### config.mk
export PLATFORM = sky130hd
export DESIGN_NAME = alu_cmd_issuer
export DESIGN_NICKNAME = d
export VERILOG_FILES = /design/src/rtl/alu_cmd_issuer.sv
export SDC_FILE = /design/constraint.sdc
export NUM_CORES = 1
export LEC_CHECK = 0
export CORE_ASPECT_RATIO = 0.75
export CORE_MARGIN = 2
export CORE_UTILIZATION = 42
export CTS_CLUSTER_SIZE = 14
export DETAILED_ROUTE_END_ITERATION = 6
export HOLD_SLACK_MARGIN = 0.02
export PLACE_DENSITY = 0.72
export SYNTH_ARGS = -nofsm -noshare
export SYNTH_HDL_FRONTEND = slang
export SYNTH_SLANG_ARGS = --single-unit
### constraint.sdc
create_clock -name clk -period 5.46 [get_ports clk]
set_input_delay 1.092 -clock clk [delete_from_list [all_inputs] [get_ports clk]]
set_output_delay 1.092 -clock clk [all_outputs]
set_load 0.02 [all_outputs]
### src/rtl/alu_cmd_issuer.sv
// Instruction issuer for the combinational 5-bit ALU: buffers packed words in a
// small FIFO, issues one at a time on registered ALU inputs and returns the result.
module alu_cmd_issuer #(
  parameter int DEPTH = 4,
  parameter int CNT_W = 16
) (
  input  logic             clk,
  input  logic             rst_n,
  input  logic             in_valid,
  output logic             in_ready,
  input  logic [12:0]      in_instr,
  output logic [2:0]       alu_opcode,
  output logic [4:0]       alu_a,
  output logic [4:0]       alu_b,
  input  logic [9:0]       alu_result,
  output logic             out_valid,
  input  logic             out_ready,
  output logic [9:0]       out_result,
  output logic [2:0]       out_opcode,
  output logic             busy,
  output logic [CNT_W-1:0] issue_count
);

  localparam int PTR_W = (DEPTH > 1) ? $clog2(DEPTH) : 1;
  localparam logic [PTR_W:0] FULL_LVL = (PTR_W + 1)'(DEPTH);

  typedef enum logic [1:0] {
    ST_IDLE = 2'd0,
    ST_EXEC = 2'd1,
    ST_HOLD = 2'd2
  } state_t;

  state_t           state_r;
  state_t           state_nxt_s;
  logic [12:0]      mem_r [DEPTH];
  logic [PTR_W-1:0] wr_ptr_r;
  logic [PTR_W-1:0] rd_ptr_r;
  logic [PTR_W:0]   count_r;
  logic [12:0]      head_s;
  logic             full_s;
  logic             empty_s;
  logic             push_s;
  logic             pop_s;
  logic             capture_s;
  logic             release_s;

  assign full_s   = (count_r == FULL_LVL);
  assign empty_s  = (count_r == '0);
  assign in_ready = !full_s;
  assign push_s   = in_valid && !full_s;
  assign head_s   = mem_r[rd_ptr_r];
  assign busy     = !empty_s || (state_r != ST_IDLE);

  // Next-state and datapath strobes; a pop is only ever issued from IDLE or on a HOLD handshake.
  always_comb begin
    state_nxt_s = state_r;
    pop_s       = 1'b0;
    capture_s   = 1'b0;
    release_s   = 1'b0;
    case (state_r)
      ST_IDLE: begin
        if (!empty_s) begin
          pop_s       = 1'b1;
          state_nxt_s = ST_EXEC;
        end else begin
          state_nxt_s = ST_IDLE;
        end
      end
      ST_EXEC: begin
        capture_s   = 1'b1;
        state_nxt_s = ST_HOLD;
      end
      ST_HOLD: begin
        if (out_ready) begin
          release_s = 1'b1;
          if (!empty_s) begin
            pop_s       = 1'b1;
            state_nxt_s = ST_EXEC;
          end else begin
            state_nxt_s = ST_IDLE;
          end
        end else begin
          state_nxt_s = ST_HOLD;
        end
      end
      default: begin
        state_nxt_s = ST_IDLE;
      end
    endcase
  end

  // FSM state register.
  always_ff @(posedge clk or negedge rst_n) begin
    if (!rst_n) begin
      state_r <= ST_IDLE;
    end else begin
      state_r <= state_nxt_s;
    end
  end

  // FIFO storage; contents are meaningless until covered by count_r, so no reset.
  always_ff @(posedge clk) begin
    if (push_s) begin
      mem_r[wr_ptr_r] <= in_instr;
    end
  end

  // FIFO pointers wrap naturally (DEPTH is a power of two); occupancy tracked separately.
  always_ff @(posedge clk or negedge rst_n) begin
    if (!rst_n) begin
      wr_ptr_r <= '0;
      rd_ptr_r <= '0;
      count_r  <= '0;
    end else begin
      if (push_s) begin
        wr_ptr_r <= wr_ptr_r + PTR_W'(1);
      end
      if (pop_s) begin
        rd_ptr_r <= rd_ptr_r + PTR_W'(1);
      end
      case ({push_s, pop_s})
        2'b10:   count_r <= count_r + (PTR_W + 1)'(1);
        2'b01:   count_r <= count_r - (PTR_W + 1)'(1);
        default: count_r <= count_r;
      endcase
    end
  end

  // ALU operand registers and issue counter; they move only when a word is popped.
  always_ff @(posedge clk or negedge rst_n) begin
    if (!rst_n) begin
      alu_opcode  <= 3'd0;
      alu_a       <= 5'd0;
      alu_b       <= 5'd0;
      issue_count <= '0;
    end else if (pop_s) begin
      alu_opcode  <= head_s[12:10];
      alu_a       <= head_s[9:5];
      alu_b       <= head_s[4:0];
      issue_count <= issue_count + CNT_W'(1);
    end
  end

  // Result capture and output handshake.
  always_ff @(posedge clk or negedge rst_n) begin
    if (!rst_n) begin
      out_valid  <= 1'b0;
      out_result <= 10'd0;
      out_opcode <= 3'd0;
    end else if (capture_s) begin
      out_valid  <= 1'b1;
      out_result <= alu_result;
      out_opcode <= alu_opcode;
    end else if (release_s) begin
      out_valid  <= 1'b0;
    end
  end

endmodule

==> results.json <==
{
  "outcome": "complete, no violations",
  "crit_family": "simple AND/OR/NAND/NOR gates",
  "core_um2": 9660,
  "yosys_most_used_dff": "edfxtp_1",
  "die_h_um": 90.5,
  "crit_chain": "clkdlybuf4s50_1 > nand2b_1 > and3_4 > ha_1 > inv_1 > fa_1 > xor2_1 > nor2_1 > xor2_1",
  "syn2layout_area_growth_pct": 26.6,
  "drc": 0,
  "crit_type": "in2reg",
  "cp_slowest_cell": "clkdlybuf4s50_1",
  "dp_hpwl_um": 4760,
  "period_minus_slack_ns": 3.12,
  "cp-end-kind": "flop",
  "clk_pin_slew_worst_paths_ns": 0.07,
  "diodes": 0,
  "leakagePower_nw": 2.10,
  "synth.distinct_cells": 32,
  "cts-root-buf": "clkbuf_16",
  "crit_end": "count_r[2]$_DFFE_PN0P_",
  "arrival_ns": 3.39,
  "grt_overflow": 0,
  "postSynthAreaPerCell_um2": 17.9,
  "max_freq_mhz": 321,
  "ctsHoldBuffers": 0,
  "finalClockSkew_ns": 0.00748,
  "grt_antenna_before_repair": 0,
  "antenna_left": 0,
  "vias": 2183,
  "nets": 345,
  "timing.rr.end": "count_r[2]$_DFFE_PN0P_",
  "cts_buffer_depth": 2,
  "synth-seq-cells": 104,
  "totalWireLength_um": 7230,
  "cts_made_buffers": 9,
  "dp_cells": 432,
  "clkLatencyLatePin_ns": 0.35,
  "cpMostUsedCell": "xor2_1",
  "synthArstFlopShare": 0.500,
  "slew_headroom": 0.207,
  "worstPathMaxFanout": 22,
  "place_congestion": 0.757,
  "yosys_warnings": 0,
  "hold_viol_final": 0,
  "die_area_um2": 10800,
  "startpoint_type": "input pin",
  "finalSetupViolCount": 0,
  "cts_resized": 0,
  "crit_path_start": "out_ready",
  "rrSetupSlack_ns": 3.17,
  "vias_per_cell": 4.87,
  "reg2reg_depth": 8,
  "htreeDepth": 3,
  "drt_iter0_drc": 137,
  "clkSinkCount": 104,
  "synth_common_cells": "dfrtp_1, edfxtp_1, mux2_2, mux2_4, xor2_1",
  "die_x_um": 119,
  "fin_setup_tns_ns": 0,
  "grt_usage": 0.146,
  "cts_tree": "built",
  "start_util": 0.433,
  "syn_area_um2": 4190,
  "cp.required_ns": 5.73,
  "rows": 31,
  "r2r-start": "state_r[1]$_DFF_PN0_",
  "tightest_slew_ns": 1.18,
  "synth_top_area_cell": "edfxtp_1",
  "synth_area_leaders": "edfxtp_1, dfrtp_1, mux2_4, mux4_2, mux2_2",
  "ios": 72,
  "io_buffers": 71,
  "hp-class": "reg2reg",
  "fin_cells": 448,
  "critPathMaxStageDelay_ns": 0.47,
  "synth_nets": 268,
  "post_cts_buffers": 0,
  "grt_pass1_vias": 2300,
  "slew_violations": 0,
  "maxCapViolCount": 0,
  "ys_seq_area_frac": 0.684,
  "synth_edf_count": 52,
  "fin_crit_sh": 0.571,
  "yosysTopAreaCellShare": 0.373,
  "grt_setup_unrepaired": "no",
  "grt_max_degree": 53,
  "grt_pass1_wl_um": 12000,
  "critPathBufInv": 2,
  "drive_gt1_frac": 0.180,
  "ir_worst_vdd_uv": 217,
  "syn_inst": 234,
  "p_per_area_nw_per_um2": 571,
  "cp.depth": 9,
  "drtPass1Iterations": 4,
  "wl_per_cell_um": 16.1
}
[worst min-delay path by stage]
stage / startpoint / endpoint / slack, ns / cells past startpoint
after global placement: issue_count[15]$_DFFE_PN0P_ / issue_count[15]$_DFFE_PN0P_ / 0.46 / 1
after detailed placement: issue_count[15]$_DFFE_PN0P_ / issue_count[15]$_DFFE_PN0P_ / 0.46 / 1
after global routing: issue_count[15]$_DFFE_PN0P_ / issue_count[15]$_DFFE_PN0P_ / 0.49 / 1
final: issue_count[15]$_DFFE_PN0P_ / issue_count[15]$_DFFE_PN0P_ / 0.47 / 1
after CTS: issue_count[15]$_DFFE_PN0P_ / issue_count[15]$_DFFE_PN0P_ / 0.47 / 1
after floorplan: count_r[2]$_DFFE_PN0P_ / count_r[2]$_DFFE_PN0P_ / 0.46 / 1
[area by class of cell]
class                      instances  area, um2
clock buffer                       9        225
clock inverter                     7       62.6
fill                             763       4360
inverter                           9       33.8
multi-input combinational        115       1240
sequential                       104       2860
tap                              132        165
timing repair buffer              72        713
[report_power, final]
| part | total [W] | internal [W] | switching [W] |
|---|---|---|---|
| Combinational | 0.00115 | 0.000645 | 0.000510 |
| Clock | 0.000615 | 0.000319 | 0.000297 |
| Sequential | 0.00126 | 0.00108 | 0.000177 |
| Total | 0.00303 | 0.00204 | 0.000983 |
[per-stage QoR]
stage | setup slack (ns) | total power (W) | utilization | hold WS, ns | instance area [um2]
final | 2.34 | 0.00303 | 0.549 | 0.471 | 5300
after global routing | 2.23 | 0.00320 | 0.549 | 0.491 | 5300
after CTS | 2.32 | 0.00307 | 0.549 | 0.474 | 5300
after detailed placement | 1.97 | 0.00245 | 0.519 | 0.460 | 5010
after global placement | 2.06 | 0.00241 | 0.519 | 0.462 | 5010
after floorplan | 2.79 | 0.00204 | - | 0.464 | 4190
[kinds of logic after synthesis]
logic type / share of synthesized area
buf+inv: 0.0209
fa+ha+maj: 0.0227
xor+xnor: 0.0439
simple gates: 0.0598
mux: 0.165
flops: 0.684
compound gates: 0.00418
[worst register-to-register path, stage by stage, from the launching register on]
cell	delay (ns)
dfrtp_1	0.42
nand2b_1	0.17
and3_4	0.47
ha_1	0.27
inv_1	0.06
fa_1	0.37
xor2_1	0.17
nor2_1	0.12
xor2_1	0.17
[flip-flops by register name (all words and copies together), names as in the netlist]
register / count
state_r: 2
out_valid: 1
issue_count: 16
rd_ptr_r: 2
alu_a: 5
alu_opcode: 3
alu_b: 5
mem_r: 52
wr_ptr_r: 2
out_opcode: 3
out_result: 10
count_r: 3
[placed cells by master, fill, tap and decap left out, types with 4 or more instances in the layout]
master and instances:
dfrtp_1 52, and3_1 8, mux4_1 5, inv_1 9, mux2_2 14, nand2_1 10, xor2_1 13, mux2_4 14
xnor2_1 8, clkdlybuf4s50_1 70, mux4_2 8, ha_1 6, edfxtp_1 52, nor4_1 4, clkbuf_16 9
[per-layer routing]
| layer | vias up | global-route usage | part of all wire |
|---|---|---|---|
| met5 | - | 0 | 0 |
| met4 | 0 | 0.0417 | 0.016 |
| met3 | 10 | 0.0480 | 0.033 |
| met2 | 41 | 0.222 | 0.47 |
| met1 | 1106 | 0.201 | 0.48 |
| li1 | 1026 | - | - |
Power figures use the tool's default switching activity.
